<file path="src/rtl/instruction_fetch_unit.sv">
// Fetch stage: drives the instruction-memory address and registers the returned word into IF/ID.
// Latency: word at PC=A appears on instructionOut one edge after the RUN edge that sees A; branch-to-target is 2 edges.
// Backpressure: stall freezes PC and IF/ID (not in HALT); a branch overrides stall and squashes the wrong-path word.
module instruction_fetch_unit #(
    parameter int PC_WIDTH    = 16,
    parameter int INSTR_WIDTH = 16,
    parameter int PC_STEP     = 2,
    parameter int RESET_PC    = 0,
    parameter int HALT_WORD   = 0
) (
    input  logic                   clock,
    input  logic                   reset,
    output logic [PC_WIDTH-1:0]    programCounter,
    input  logic [INSTR_WIDTH-1:0] instructionIn,
    input  logic                   stall,
    input  logic                   branchTaken,
    input  logic [PC_WIDTH-1:0]    branchTarget,
    output logic [INSTR_WIDTH-1:0] instructionOut,
    output logic [PC_WIDTH-1:0]    pcOut,
    output logic                   validOut,
    output logic                   halted,
    output logic [15:0]            fetchCount
);

    typedef enum logic [1:0] {
        BOOT = 2'd0,
        RUN  = 2'd1,
        HALT = 2'd2
    } state_t;

    state_t                   state_q, state_d;
    logic [PC_WIDTH-1:0]      pc_q, pc_d;
    logic [INSTR_WIDTH-1:0]   instr_q, instr_d;
    logic [PC_WIDTH-1:0]      pc_out_q, pc_out_d;
    logic                     valid_q, valid_d;
    logic                     halted_q, halted_d;
    logic [15:0]              count_q, count_d;

    // Next-state and IF/ID update: branch beats stall, stall beats the state action.
    always_comb begin
        state_d  = state_q;
        pc_d     = pc_q;
        instr_d  = instr_q;
        pc_out_d = pc_out_q;
        valid_d  = valid_q;
        halted_d = halted_q;
        count_d  = count_q;

        if (branchTaken) begin
            // Instructions live at even addresses, so the low target bit is dropped.
            pc_d     = {branchTarget[PC_WIDTH-1:1], 1'b0};
            instr_d  = '0;
            valid_d  = 1'b0;
            halted_d = 1'b0;
            state_d  = RUN;
        end else begin
            case (state_q)
                BOOT: begin
                    // One idle cycle lets the memory present its reset-loaded contents.
                    valid_d = 1'b0;
                    state_d = RUN;
                end
                RUN: begin
                    if (!stall) begin
                        if (instructionIn == INSTR_WIDTH'(HALT_WORD)) begin
                            // The halt word is never delivered as a valid instruction.
                            instr_d  = '0;
                            valid_d  = 1'b0;
                            pc_out_d = pc_q;
                            halted_d = 1'b1;
                            state_d  = HALT;
                        end else begin
                            instr_d  = instructionIn;
                            pc_out_d = pc_q;
                            valid_d  = 1'b1;
                            pc_d     = pc_q + PC_WIDTH'(PC_STEP);
                            if (count_q != 16'hFFFF) begin
                                count_d = count_q + 16'd1;
                            end
                        end
                    end
                end
                HALT: begin
                    valid_d  = 1'b0;
                    halted_d = 1'b1;
                end
                default: begin
                    state_d = BOOT;
                end
            endcase
        end
    end

    // State and IF/ID registers, cleared asynchronously by the active-low reset.
    always_ff @(posedge clock or negedge reset) begin
        if (!reset) begin
            state_q  <= BOOT;
            pc_q     <= PC_WIDTH'(RESET_PC);
            instr_q  <= '0;
            pc_out_q <= '0;
            valid_q  <= 1'b0;
            halted_q <= 1'b0;
            count_q  <= '0;
        end else begin
            state_q  <= state_d;
            pc_q     <= pc_d;
            instr_q  <= instr_d;
            pc_out_q <= pc_out_d;
            valid_q  <= valid_d;
            halted_q <= halted_d;
            count_q  <= count_d;
        end
    end

    assign programCounter = pc_q;
    assign instructionOut = instr_q;
    assign pcOut          = pc_out_q;
    assign validOut       = valid_q;
    assign halted         = halted_q;
    assign fetchCount     = count_q;

endmodule

</file>
<file path="config.mk">
export PLATFORM = sky130hd
export DESIGN_NAME = instruction_fetch_unit
export DESIGN_NICKNAME = d
export VERILOG_FILES = /design/src/rtl/instruction_fetch_unit.sv
export SDC_FILE = /design/constraint.sdc
export NUM_CORES = 1
export LEC_CHECK = 0
export CAP_MARGIN = 30
export CORE_MARGIN = 10
export CORE_UTILIZATION = 35
export DETAILED_ROUTE_END_ITERATION = 8
export PLACE_DENSITY = 0.64
export SLEW_MARGIN = 20
export SYNTH_ARGS = -nofsm -noshare
export SYNTH_HDL_FRONTEND = slang
export SYNTH_SLANG_ARGS = --single-unit
</file>
<file path="constraint.sdc">
create_clock -name clock -period 4.4 [get_ports clock]
set_input_delay 0.88 -clock clock [delete_from_list [all_inputs] [get_ports clock]]
set_output_delay 0.88 -clock clock [all_outputs]
set_load 0.03 [all_outputs]
</file>
## Word level (Yosys, flattened, before mapping)

Index checks and enable logic that the tools add are counted.

| operators by class | value |
|---|---|
| add/subtract/negate cells | 2 |
| equal/unequal tests | 8 |
| mux-type cells | 20 |
| bitwise logic cells | 3 |
| reduce and logical (&&, ||, !) cells | 13 |

Operators with widths:

| operator | number |
|---|---|
| $mux 16 | 8 |
| $add 16x1->16 const B | 1 |
| $add 16x2->16 const B | 1 |
| $logic_not 16->1 | 1 |
| $ne 16x16->1 const B | 1 |
| $reduce_and 3->1 | 4 |
| $mux 1 | 6 |
| $mux 2 | 3 |
| $ne 3x3->1 const B | 2 |
| $pmux 2 s3 | 1 |
| $reduce_bool 3->1 | 2 |
| $reduce_and 5->1 | 1 |
| $ne 2x2->1 const B | 2 |
| $pmux 1 s2 | 2 |
| $reduce_and 2->1 | 2 |
| $not 1->1 | 3 |
| $eq 2x1->1 const B | 1 |
| $eq 2x2->1 const B | 1 |
| $logic_not 2->1 | 1 |
| $ne 2x1->1 const B | 1 |
| $reduce_bool 2->1 | 1 |
| $reduce_or 2->1 | 1 |

| storage, ports and cells | value |
|---|---|
| register bits | 68 |
| input port bits | 36 |
| output and inout port bits | 66 |

## Logic depth before layout (Yosys ltp)

Gate-level depths: netlist of run 1.

| depth | value |
|---|---|
| depth in word-level cells | 5 |
| gate-level depth with buffers | 7 |

## Least setup slack after synthesis of run 1

OpenSTA, ideal clock, no wires.

| path | value |
|---|---|
| path type | input to register |
| start point | in branchTaken |
| end point | reg count_q[14] (netlist: fetchCount[14]) |
| library setup time | 0.125 ns |
| arrival time | 2.688 ns |
| data required time | 4.275 ns |
| slack | 1.588 ns |
| stages on the path | 6 |
| path buffers | 2 |
| cell sequence | buf_6 > or4b_4 > buf_6 > or4_4 > nor4_1 > mux2_2 |

| between the ends | value |
|---|---|
| cells in the longest elaborated chain, start to end | 2 |

RTL lines:

| item | RTL line | text |
|---|---|---|
| start: declaration | 16 | `input logic branchTaken,` |
| $not 1->1 (no source line) | n/a |  |
| $reduce_and 5->1 (no source line) | n/a |  |
| end signal: assignment | 111 | `count_q <= count_d;` |
| end: declaration | 37 | `logic [15:0] count_q, count_d;` |

No other way between the ends.
A chain may end at the register's enable or synchronous reset.

## Worst setup path after layout of run 1

Ends and elaborated chain as after synthesis.

==> results of run 1 <==
[power breakdown]
| group | total [mW] | switching (mW) | internal, mW | leakage [nW] |
|---|---|---|---|---|
| registers | 0.756 | 0.0802 | 0.676 | 0.832 |
| clock network | 0.478 | 0.229 | 0.249 | 0.0944 |
| logic | 0.496 | 0.281 | 0.216 | 0.936 |
[placed cells by master (no fill, tap or decap), types with 6 or more instances in the layout]
| master | count |
|---|---|
| nor3_1 | 7 |
| xnor2_1 | 12 |
| clkdlybuf4s50_1 | 97 |
| nor2_1 | 19 |
| nor4_1 | 10 |
| inv_1 | 12 |
| nand4_1 | 16 |
| o21ai_0 | 6 |
| dfrtp_1 | 66 |
| nand2_1 | 60 |
| a22o_1 | 16 |
| clkbuf_8 | 12 |
| a21oi_1 | 6 |
| nand3_1 | 12 |
| buf_4 | 7 |
[kinds of logic after synthesis]
group / after synthesis / synth area share
compound gates: 51 / 0.126
mux: 7 / 0.0238
buf+inv: 29 / 0.0420
simple gates: 149 / 0.240
xor+xnor: 13 / 0.0361
fa+ha+maj: 2 / 0.00792
other cells: 1 / 0.00119
flops: 66 / 0.523
[worst paths after layout]
path                                      end  cells past startpoint
setup / recovery               fetchCount[14]                      5
hold / removal             instructionOut[10]                      1
setup reg to reg                fetchCount[1]                      5
hold reg to reg                      pcOut[8]                      2
max in group asynchronous            pcOut[9]                      3
min in group clock                   pcOut[8]                      2
[final cells by class]
type / instances / area (sq um)
fillers: 817 / 4310
flip-flops and latches: 66 / 1650
multi-input cells: 224 / 1380
repair buffers: 106 / 1060
clock buffers: 12 / 165
well taps: 108 / 135
inverters: 12 / 45.0
clock inverters: 4 / 25.0
[sequential cells by signal, indices dropped and copies added, names as in the netlist]
register / cells
programCounter: 15
instructionOut: 16
halted: 1
pcOut: 15
state_q: 2
fetchCount: 16
validOut: 1
[layer usage]
layer,up-vias,wire length (microns),GRT usage
li1,1353,-,-
met2,102,4400,0.215
met5,-,0,0
met3,5,836,0.0380
met4,0,69,0.0495
met1,1385,4160,0.191
==> flow_summary.ini, run 1 <==
[outcome]
outcome = finished, final reports clean

[global_route]
grt_use_total = 0.142
grt_first_pass_wirelength_microns = 15100
grt_pass1_vias = 2709
grt.overflow.total = 0
grt_max_degree = 39
antenna_found_initial = 0

[die]
die_x_microns = 115
fp-row-count = 34
die-height_microns = 115
boundaryPins = 102
die-area_sq_mm = 0.0132
core_sq_mm = 0.00876
start_util = 0.360

[place]
pre_cts_ws_ps = 1020
placed_cells = 515
io_buffers = 98
placed_cell_area_sq_mm = 0.00424
hpwl_microns = 6900
gp_congestion = 0.833

[route]
first_pass_iters = 4
drt-total-wl_microns = 9460
first_iter_violations = 208
routed_via_density = 5.35
num_vias = 2845
wire_per_inst_microns = 17.8
drc = 0
drtAntennaViolNets = 0

[clocking]
clockBufferDepth = 2
post_cts_buffers = 0
clk_pin_slew_worst_paths_ps = 70
clk_latency_ps = 330
post_cts_resized = 0
cts.hold.buffers_added = 0
cts_inserted_buffers = 9
cts_tree = done
clock-root-buffer = clkbuf_8
clock-sinks = 66
htree_levels = 3

[sta]
setup_viol = 0
fin_crit_ps = 3010
fmax_mhz = 332
worst_slack_ps = 1390
maxSlewHeadroom = 0.508
tightest_slew_ps = 735
tns_ps = 0
clock-skew-final_ps = 8.47
hold_ws_ps = 465
finalCritPeriodShare = 0.685
rsz0062_at_grt = false
hold_viol_final = 0
report.final.slew_viol_count = 0

[power]
vdd_drop_max_uv = 141
power_mw = 1.73
leakagePower_nw = 1.86
powerDensity_mw_per_mm2 = 389

[final_layout]
fin_cells = 532
drive_gt1_frac = 0.0825
final_util = 0.508
design_area_sq_mm = 0.00446
fin_nets = 457
diodes = 0
syn_to_final_growth_pct = 41.1

[yosys]
ys.flop_type = dfrtp_1
yosys.cell_count.top_type = dfrtp_1
ys_warn_count = 0
yosysTopAreaCell = dfrtp_1
seq_area_frac_synth = 0.523
synth-edff-count = 0
async_reset_ff_frac = 1.00
yosys-top-cells-area = dfrtp_1, nand2_1, a22o_1, xnor2_1, nand4_1
synth_top_area_frac = 0.523
synthTopCellsByCount = dfrtp_1, nand2_1, nor2_1, a22o_1, nand4_1
synth.distinct_cells = 51
syn_avg_cell_area_sq_um = 9.93
synthCells = 318
netlist_area_sq_mm = 0.00316
ys_ff_latch = 66

[critical_path]
crit_path_start_kind = input port
max_stage_delay_ps = 720
startpoint = branchTaken
end_kind = flop
crit_arrival_ps = 3240
crit_chain = clkdlybuf4s50_1 > or4b_4 > or4_4 > nor4_1 > mux2_2
cp_max_fo = 25
path_delay_family = simple AND/OR/NAND/NOR gates
cpMaxStageDelayCell = or4b_4
rrSetupSlack_ps = 1920
r2r-start = fetchCount[0]
crit_type = in2reg
cp_num_buf_inv = 1
cp.required_ps = 4620

[flow_run]
cap_viol_max_count = 0

[hold_path]
hold_path.class = in2async
Power figures use the tool's default switching activity.
==> inputs of run 2 (changes only) <==
==> constraint.sdc (replaced) <==
create_clock -name clock -period 3.05 [get_ports clock]
set_input_delay 0.61 -clock clock [delete_from_list [all_inputs] [get_ports clock]]
set_output_delay 0.61 -clock clock [all_outputs]
set_load 0.03 [all_outputs]
==> flow_summary.ini, run 2 (synthesis results as in run 1) <==
[power]
power_mw = 2.53
vdd_drop_max_uv = 268
powerDensity_mw_per_mm2 = 562
leakagePower_nw = 1.90

[sta]
rsz0062_at_grt = false
tns_ps = 0
tightest_slew_ps = 745
setup_viol = 0
report.final.slew_viol_count = 0
clock-skew-final_ps = 9.92
hold_viol_final = 0
fin_crit_ps = 2500
maxSlewHeadroom = 0.501
finalCritPeriodShare = 0.821
fmax_mhz = 400

[route]
wire_per_inst_microns = 17.4
drt-total-wl_microns = 9360
drc = 0
routed_via_density = 5.32
first_pass_iters = 4
num_vias = 2863
drtAntennaViolNets = 0
first_iter_violations = 175

[clocking]
clock-sinks = 66
htree_levels = 3
cts_tree = done
post_cts_resized = 0
clock-root-buffer = clkbuf_8
clk_pin_slew_worst_paths_ps = 70
clockBufferDepth = 2
cts.hold.buffers_added = 0
cts_inserted_buffers = 9
clk_latency_ps = 330
post_cts_buffers = 0

[critical_path]
cp_max_fo = 3
cpMaxStageDelayCell = or4b_4
max_stage_delay_ps = 550
crit_arrival_ps = 2720
end_kind = flop
cp.required_ps = 3270
path_delay_family = simple AND/OR/NAND/NOR gates
crit_path_start_kind = input port
crit_type = in2reg
cp_num_buf_inv = 1
crit_chain = clkdlybuf4s50_1 > or4b_4 > or4_4 > nor4_1 > mux2_2

[die]
die_x_microns = 115
core_sq_mm = 0.00876
fp-row-count = 34
boundaryPins = 102
die-area_sq_mm = 0.0132
die-height_microns = 115
start_util = 0.360

[final_layout]
fin_nets = 463
syn_to_final_growth_pct = 42.6
final_common_cell = clkdlybuf4s50_1
final_util = 0.514
diodes = 0
final_cell_mix = clkdlybuf4s50_1, dfrtp_1, nand2_1
drive_gt1_frac = 0.0930
fin_cells = 538
design_area_sq_mm = 0.00450

[global_route]
grt.overflow.total = 0
grt_use_total = 0.140
grt_max_degree = 35
grt_first_pass_wirelength_microns = 15000
grt_pass1_vias = 2817
antenna_found_initial = 0

[place]
placed_cells = 522
hpwl_microns = 6940
placed_cell_area_sq_mm = 0.00430
io_buffers = 98
gp_congestion = 0.853

[hold_path]
hold_path.class = in2async

[flow_run]
cap_viol_max_count = 0

[outcome]
outcome = finished, final reports clean
run 2: cell type report:
type	instances	area, sq um
clock buffer	15	196
clock inverter	1	5.00
fill	827	4260
inverter	12	45.0
multi-input combinational	224	1380
sequential	66	1650
tap	108	135
timing repair buffer	112	1090
run 2: worst paths after layout:
check / from / endpoint / slack [ps] / depth (start not counted)
max reg2reg: fetchCount[0] / fetchCount[1] / 790 / 6
min: reset / instructionOut[10] / 340 / 1
min in group clock: pcOut[6] / pcOut[6] / 480 / 2
max in group asynchronous: reset / fetchCount[3] / 1960 / 2
min reg2reg: pcOut[6] / pcOut[6] / 480 / 2
max: branchTaken / fetchCount[14] / 550 / 5
run 2: power breakdown:
| group | switching (mW) | internal [mW] | leakage [nW] | total, mW |
|---|---|---|---|---|
| sequential | 0.117 | 0.976 | 0.832 | 1.09 |
| clock | 0.316 | 0.406 | 0.106 | 0.722 |
| combinational | 0.405 | 0.313 | 0.963 | 0.718 |
| total | 0.838 | 1.70 | 1.90 | 2.53 |
run 2: layer usage:
layer,wire (microns),GRT usage,up-vias
met1,4290,0.189,1378
met4,113,0.0470,0
met2,4130,0.208,111
met3,824,0.0427,9
li1,-,-,1365
met5,0,0,-
run 2: stage by stage:
step | hold slack [ps] | setup WS (ps)
floorplan | 314 | 508
global placement | 463 | 203
detailed placement | 462 | 200
CTS | 355 | 548
global route | 377 | 468
finish | 344 | 547
==> inputs of run 3 (changes only) <==
--- a/config.mk
+++ b/config.mk
@@ -9,7 +9,7 @@
 export CORE_MARGIN = 10
 export CORE_UTILIZATION = 35
 export DETAILED_ROUTE_END_ITERATION = 8
-export PLACE_DENSITY = 0.64
+export PLACE_DENSITY = 0.67
 export SLEW_MARGIN = 20
 export SYNTH_ARGS = -nofsm -noshare
 export SYNTH_HDL_FRONTEND = slang
==> constraint.sdc (replaced) <==
create_clock -name clock -period 2.1 [get_ports clock]
set_input_delay 0.42 -clock clock [delete_from_list [all_inputs] [get_ports clock]]
set_output_delay 0.42 -clock clock [all_outputs]
set_load 0.03 [all_outputs]
==> flow_summary.ini, run 3 (synthesis results as in run 1) <==
[outcome]
outcome = complete, but fails checks
failed_checks = setup timing

[sta]
setup_viol = 3
fin_crit_ps = 2130
hold_viol_final = 0
finalCritPeriodShare = 1.02
maxSlewHeadroom = 0.576
tightest_slew_ps = 628
rsz0062_at_grt = true
report.final.slew_viol_count = 0
fmax_mhz = 468
worst_slack_ps = -34.5
clock-skew-final_ps = 12.8

[final_layout]
final_cell_mix = clkdlybuf4s50_1, dfrtp_1, nand2_1
n_fill_cell = 785
diodes = 0
syn_to_final_growth_pct = 51.2
final_common_cell = clkdlybuf4s50_1
drive_gt1_frac = 0.167
fin_nets = 496

[global_route]
grt_max_degree = 67
antenna_found_initial = 0
grt.overflow.total = 0
grt_pass1_vias = 2996
grt_use_total = 0.146
grt_first_pass_wirelength_microns = 15700

[critical_path]
crit_arrival_ps = 2390
crit_cells = 6
cp_max_fo = 3
cp_num_buf_inv = 2
max_stage_delay_ps = 570
crit_path_start_kind = input port
end_kind = flop
cpMaxStageDelayCell = or4_4
crit_chain = dlygate4sd2_1 > or4b_4 > or4_4 > buf_6 > nor4_4 > xor2_1
cp.required_ps = 2360
ff2ff_path_depth = 5
path_delay_family = simple AND/OR/NAND/NOR gates
crit_type = in2reg

[flow_run]
cap_viol_max_count = 0

[place]
io_buffers = 98
hpwl_microns = 7230
gp_congestion = 0.878
pre_cts_ws_ps = -512

[route]
routed_via_density = 5.17
drt-total-wl_microns = 9710
first_iter_violations = 187
first_pass_iters = 4
num_vias = 2947
drc = 0
drtAntennaViolNets = 0
wire_per_inst_microns = 17.0

[die]
die_x_microns = 115
core_sq_mm = 0.00876
boundaryPins = 102
die-height_microns = 115
fp-row-count = 34
start_util = 0.360
die-area_sq_mm = 0.0132

[clocking]
clock-root-buffer = clkbuf_8
clk_latency_ps = 340
clockBufferDepth = 2
htree_levels = 3
cts_inserted_buffers = 9
clock-sinks = 66
cts_tree = done
clk_pin_slew_worst_paths_ps = 70

[power]
leakagePower_nw = 2.05
vdd_drop_max_uv = 416
power_mw = 3.64
powerDensity_mw_per_mm2 = 762

[hold_path]
hold_path.class = in2async
run 3: cell type report:
type	instances	area, sq um	share of cell area
well taps	108	135	0.0283
flip-flops and latches	66	1650	0.346
inverters	12	45.0	0.00943
clock inverters	3	15.0	0.00314
repair buffers	145	1360	0.285
multi-input cells	224	1410	0.295
clock buffers	12	155	0.0325
run 3: path summary, 6_finish.rpt:
check / slack, ps / from / endpoint
max: -30 / branchTaken / fetchCount[13]
min: 80 / reset / instructionOut[1]
max reg2reg: -30 / state_q[1] / fetchCount[13]
min reg2reg: 480 / pcOut[6] / pcOut[6]
max in group asynchronous: 1680 / reset / fetchCount[0]
min in group clock: 480 / pcOut[6] / pcOut[6]
run 3: stage by stage:
stage / hold WS [ps] / instance area [sq um] / TNS (ps) / utilization / std cells
global placement: 462 / 4530 / -13290 / 0.517 / 550
finish: 83.5 / 4780 / -60.1 / 0.545 / 570
global route: 113 / 4780 / -306 / 0.545 / 570
floorplan: 124 / 3170 / -555 / - / 319
detailed placement: 466 / 4530 / -15490 / 0.517 / 550
CTS: 101 / 4720 / 0 / 0.538 / 566
run 3: repair_timing:
action                     CTS  global route
gates resized for setup      3             5
pin swaps                    1             4
cloned                       0             1
hold buffers                 0             0
buffers inserted             1             3
setup endpoints to repair    5             6
run 3: report_power, final:
part | internal, mW | total, mW | switching, mW
logic | 0.483 | 1.08 | 0.599
clock network | 0.482 | 0.964 | 0.482
registers | 1.42 | 1.59 | 0.170
total | 2.39 | 3.64 | 1.25
run 3: routing by layer:
layer | routed length [microns] | vias up | share of wire | GRT usage
li1 | - | 1433 | - | -
met1 | 4260 | 1408 | 0.44 | 0.186
met2 | 4630 | 98 | 0.48 | 0.228
met3 | 737 | 8 | 0.076 | 0.0479
met4 | 87 | 0 | 0.0090 | 0.0454
met5 | 0 | - | 0 | 0
